### src/rtl/uart_tx_fifo.sv
// Byte FIFO that feeds a uart_tx core.
//
// Bytes written by a producer are queued in a circular buffer and launched one at a time
// toward uart_tx: each launch pops the head entry into tx_byte and pulses tx_start for a
// single cycle.
//
// After a launch the block waits for tx_busy to rise and then fall before the next launch.
// If tx_busy never rises within BUSY_TIMEOUT cycles, the byte is treated as sent and the
// launcher frees up again.
//
// Ports:
//   clk       in   system clock, rising edge
//   rst       in   synchronous active-low reset
//   wr_en     in   write strobe
//   wr_data   in   byte to enqueue
//   full      out  FIFO holds DEPTH entries (registered)
//   empty     out  FIFO holds 0 entries (registered)
//   count     out  occupancy, 0..DEPTH (registered)
//   overflow  out  one-cycle pulse after a dropped write
//   tx_start  out  one-cycle launch pulse to uart_tx
//   tx_byte   out  launched byte, held until the next launch
//   tx_busy   in   busy flag from uart_tx
module uart_tx_fifo #(
    parameter int unsigned DEPTH        = 16,
    parameter int unsigned BUSY_TIMEOUT = 4
) (
    input  logic                     clk,
    input  logic                     rst,
    input  logic                     wr_en,
    input  logic [7:0]               wr_data,
    output logic                     full,
    output logic                     empty,
    output logic [$clog2(DEPTH):0]   count,
    output logic                     overflow,
    output logic                     tx_start,
    output logic [7:0]               tx_byte,
    input  logic                     tx_busy
);

    localparam int unsigned AW = $clog2(DEPTH);
    localparam int unsigned CW = AW + 1;
    // Timer counts 0..BUSY_TIMEOUT-1; keep at least one bit.
    localparam int unsigned TW = (BUSY_TIMEOUT > 2) ? $clog2(BUSY_TIMEOUT) : 1;

    typedef enum logic [1:0] {
        StIdle,
        StWaitBusy,
        StWaitDone
    } state_e;

    logic [7:0]    mem [DEPTH];

    logic [AW-1:0] wr_ptr_q, wr_ptr_d;
    logic [AW-1:0] rd_ptr_q, rd_ptr_d;
    logic [CW-1:0] count_q, count_d;
    logic          full_q, full_d;
    logic          empty_q, empty_d;
    logic          overflow_q, overflow_d;
    logic          tx_start_q, tx_start_d;
    logic [7:0]    tx_byte_q, tx_byte_d;
    state_e        state_q, state_d;
    logic [TW-1:0] timer_q, timer_d;

    logic push;
    logic pop;

    // Launch is also held off while tx_busy is high, so a uart_tx still finishing a frame
    // (e.g. one started before a reset) never sees tx_start while it is busy.
    always_comb begin
        push = wr_en && !full_q;
        pop  = (state_q == StIdle) && !empty_q && !tx_busy;
    end

    always_comb begin
        wr_ptr_d   = wr_ptr_q;
        rd_ptr_d   = rd_ptr_q;
        tx_byte_d  = tx_byte_q;
        state_d    = state_q;
        timer_d    = timer_q;

        if (push) begin
            wr_ptr_d = wr_ptr_q + 1'b1;
        end
        if (pop) begin
            rd_ptr_d  = rd_ptr_q + 1'b1;
            tx_byte_d = mem[rd_ptr_q];
        end

        count_d    = count_q + CW'(push) - CW'(pop);
        full_d     = (count_d == CW'(DEPTH));
        empty_d    = (count_d == '0);
        overflow_d = wr_en && full_q;
        tx_start_d = pop;

        unique case (state_q)
            StIdle: begin
                if (pop) begin
                    state_d = StWaitBusy;
                    timer_d = '0;
                end
            end
            StWaitBusy: begin
                if (tx_busy) begin
                    state_d = StWaitDone;
                end else if (timer_q == TW'(BUSY_TIMEOUT - 1)) begin
                    // uart_tx never acknowledged; the byte is considered sent.
                    state_d = StIdle;
                end else begin
                    timer_d = timer_q + 1'b1;
                end
            end
            StWaitDone: begin
                if (!tx_busy) begin
                    state_d = StIdle;
                end
            end
            default: begin
                state_d = StIdle;
            end
        endcase
    end

    // Storage is not reset; pointers and count define what is valid.
    always_ff @(posedge clk) begin
        if (push) begin
            mem[wr_ptr_q] <= wr_data;
        end
    end

    always_ff @(posedge clk) begin
        if (!rst) begin
            wr_ptr_q   <= '0;
            rd_ptr_q   <= '0;
            count_q    <= '0;
            full_q     <= 1'b0;
            empty_q    <= 1'b1;
            overflow_q <= 1'b0;
            tx_start_q <= 1'b0;
            tx_byte_q  <= 8'h00;
            state_q    <= StIdle;
            timer_q    <= '0;
        end else begin
            wr_ptr_q   <= wr_ptr_d;
            rd_ptr_q   <= rd_ptr_d;
            count_q    <= count_d;
            full_q     <= full_d;
            empty_q    <= empty_d;
            overflow_q <= overflow_d;
            tx_start_q <= tx_start_d;
            tx_byte_q  <= tx_byte_d;
            state_q    <= state_d;
            timer_q    <= timer_d;
        end
    end

    assign full     = full_q;
    assign empty    = empty_q;
    assign count    = count_q;
    assign overflow = overflow_q;
    assign tx_start = tx_start_q;
    assign tx_byte  = tx_byte_q;

endmodule
### config.mk
export PLATFORM = sky130hd
export DESIGN_NAME = uart_tx_fifo
export DESIGN_NICKNAME = d
export VERILOG_FILES = /design/src/rtl/uart_tx_fifo.sv
export SDC_FILE = /design/constraint.sdc
export NUM_CORES = 1
export LEC_CHECK = 0
export ABC_AREA = 1
export CORE_AREA = 5 5 123 125
export DETAILED_ROUTE_END_ITERATION = 10
export DIE_AREA = 0 0 128 130
export PLACE_DENSITY = 0.66
export SKIP_CTS_REPAIR_TIMING = 1
export SLEW_MARGIN = 20
export SYNTH_ARGS = -nofsm -noshare
export SYNTH_HDL_FRONTEND = slang
export SYNTH_SLANG_ARGS = --single-unit
### constraint.sdc
create_clock -name clk -period 5.7 [get_ports clk]
set_input_delay 0.855 -clock clk [delete_from_list [all_inputs] [get_ports clk]]
set_output_delay 0.855 -clock clk [all_outputs]
set_load 0.01 [all_outputs]
==> metrics.md <==
| Metric | Value |
|---|---|
| Core Rows | 43 |
| Status | complete, no violations |
| DR WL/cell | ~17 um |
| Share of the synthesized area in the top cell type | a little under three fifths |
| Nets@finish | 730 |
| Max frequency | ~330 MHz |
| Number of H-tree branching levels | 4 |
| Worst-case clock buffer depth | 2 |
| Dominant combinational cell family by area after synthesis | simple AND/OR/NAND/NOR gates |
| Detailed Route WL | between 10 and 15 mm |
| Clock tree from TritonCTS | built |
| Clock latency on the worst-skew pair | 0.42 ns |
| Iteration-0 DRC Markers | around 340 |
| Compound-gate portion of the synthesized area | under 10% |
| GRT Overall Usage | a little under a fifth |
| Tightest Pin Transition | around 0.9 ns |
| Post-detail-place hpwl | 9.48 mm |
| Non-filler cells in the finished layout | around 900 |
| Overflow left after global routing | 0 |
| Number of global-route vias before repair | 4503 |
| IO Pins | 29 |
| Final setup fails | 0 |
| Die Outline Area | between 0.015 and 0.02 mm2 |
| Inst Count DP | between 800 and 900 |
| Top cells by area in the synthesized netlist | edfxtp_1 57%, nand2_1 12%, dfxtp_1 8.6% |
| Via density per instance | just over 5 |
| Worst slack, placed | between 2 and 2.5 ns |
| Unrepaired setup endpoints after global routing | no |
| Max-cap viol count | 0 |
| TritonCTS sink count | around 160 |
| Number of flops mapped to enable cells by yosys | between 100 and 150 |
| Number of antenna-violating nets in the routed design | 0 |
| Worst-path maximum fanout | 20 |
| Multiplexer area fraction after synthesis | 0% |
| Starting Density | 49.1% |
| Post-synth top cells | 223 x nand2_1, 128 x edfxtp_1, 93 x nand3_1 |
| Smallest setup slack after layout | 2.65 ns |
| Count of distinct cell types in the synthesized netlist | 24 |
| Average instance area after synthesis | approximately 10 um2 |
| Width of the die | between 100 and 150 um |
| Post-Route Setup TNS | 0 ns |
| Die height | ~130 um |
| Relative slew slack | between 40% and 50% |
| Routed via count | 4554 |
| Final number of hold-violating endpoints | 0 |
| Simple-gate share of the synthesized area | approximately 22% |
| Pin count of the biggest net entering global routing | 67 |
| Reported leakage power | 0.00327 uW |
| Final Cycle Share | 53.5% |
| Sequential cell area fraction in the yosys report | about two thirds |
| Reg clk slew, reported paths | 0.06 ns |
| Skew final | a little over 0.008 ns |
| Placer's final routability congestion estimate | about 0.83 |
| Quantity of I/O buffers inserted on ports | 28 |
| Share of post-route cells with drive strength above 1 | approximately 5.6% |
| Min-Delay Path Class | reg -> reg |
| Placeable core area | 0.0138 mm2 |
| Worst VDD drop | around 0.24 mV |
| Count of yosys warnings during synthesis | 0 |
| Required time worst endpoint | roughly 6.1 ns |
| Shortest period the worst path allows | around 3 ns |
| Share of the core filled with cells | a little under three fifths |
| Synth Register Bits | 157 |
| Area of the mapped netlist | between 0.006 and 0.007 mm2 |
| Startpoint class of the critical path | input port |
| Post-route DRC | 0 |
| Signed area change from the synthesized netlist to the final layout | 15.5% |
| Nets in the synthesized netlist | between 700 and 800 |
| Clock tree root buffer cell | clkbuf_16 |
| Number of antenna repair diodes | 0 |
| Ys flop type | edfxtp_1 |
| Top cell type by total area after synthesis | edfxtp_1 |
| Inserted Clock Buffers | 17 |
| Slew Viols, Final | 0 |
| Worst Hold Slack | 0.472 ns |
| Leading cell type by number of instances after synthesis | nand2_1 |
| Global-route wire length before repair | between 20 and 25 mm |
| Synth async-reset ratio | 0% |
| First-pass DRT Iterations | 5 |
| Sort of element at the end of the critical path | flop |
| Adder-cell area share of the yosys netlist | between 2 and 2.5% |
| Initial antenna violation count | 0 |
| Number of instances in the synthesized netlist | 686 |
| Pwr Density | roughly 440 mW/mm2 |
| Category of the most critical setup path | in -> reg |
| Xor/xnor cell area share of the yosys netlist | less than 1% |
| Arrival time at the worst endpoint | between 3 and 4 ns |
-- cell usage in the layout, fill, tap and decap left out, types with 4 or more instances in the layout --
cell | netlist | final
clkinv_2 | 0 | 4
bufinv_16 | 0 | 8
o21ai_0 | 4 | 4
nand2_1 | 223 | 223
clkdlybuf4s50_1 | 0 | 28
clkbuf_16 | 0 | 17
nor2_1 | 47 | 47
edfxtp_1 | 128 | 128
a21oi_1 | 11 | 11
inv_1 | 90 | 90
ha_1 | 11 | 11
dfxtp_1 | 29 | 28
inv_2 | 7 | 6
nand3_1 | 93 | 93
-- metal layers --
| layer | up-vias | share of wire (%) | track usage (%) |
|---|---|---|---|
| li1 | 2253 | - | - |
| met1 | 2139 | 43 | 24.8 |
| met2 | 133 | 49 | 30.9 |
| met3 | 29 | 6.0 | 4.01 |
| met4 | 0 | 2.4 | 7.74 |
| met5 | - | 0 | 0 |
-- per-stage QoR --
stage	total power, uW	cell area, um2
floorplan	1870	6760
global placement	2070	7110
detailed placement	2090	7110
CTS	3420	7810
global route	3570	7810
finish	3400	7810
-- worst paths after layout --
| kind | startpoint | endpoint | slack, ns | cells after the start |
|---|---|---|---|---|
| setup / recovery | tx_busy | empty | 2.65 | 13 |
| hold / removal | full | overflow | 0.47 | 2 |
| setup reg to reg | state_q[1] | empty | 3.19 | 12 |
| hold reg to reg | full | overflow | 0.47 | 2 |
-- worst max-delay path, stage by stage --
cell	delay [ns]
clkdlybuf4s50_1	0.45
nor2_1	0.11
nand2_1	0.14
inv_2	0.28
ha_1	0.29
inv_1	0.06
ha_1	0.17
inv_1	0.07
fa_1	0.40
xnor2_1	0.16
nor3b_1	0.19
nand2_1	0.09
a21oi_1	0.14
-- sequential cells by signal, indices dropped and copies added (netlist names) --
name / cells
empty: 1
rd_ptr_q: 4
full: 1
tx_byte: 8
wr_ptr_q: 4
overflow: 1
count: 5
state_q: 2
mem: 128
timer_q: 2
tx_start: 1
-- final cells by class --
cell class,instances,area [um2]
clock inverters,14,272
inverters,97,365
fillers,1230,5960
clock buffers,17,425
multi-input cells,403,1800
flip-flops and latches,157,4430
well taps,180,225
repair buffers,30,295
-- kinds of logic after synthesis --
logic type	Yosys count
xor gates and xnor gates	4
adders and majority gates	12
buffers and inverters	126
AOI/OAI and AO/OA	18
and+or+nand+nor	369
DFF	157
-- power breakdown --
part | total [uW] | switching (uW) | internal (uW)
clock | 1340 | 434 | 901
sequential | 1370 | 42.6 | 1320
combinational | 703 | 455 | 248
Note: power is estimated with default switching activity, not from simulation.
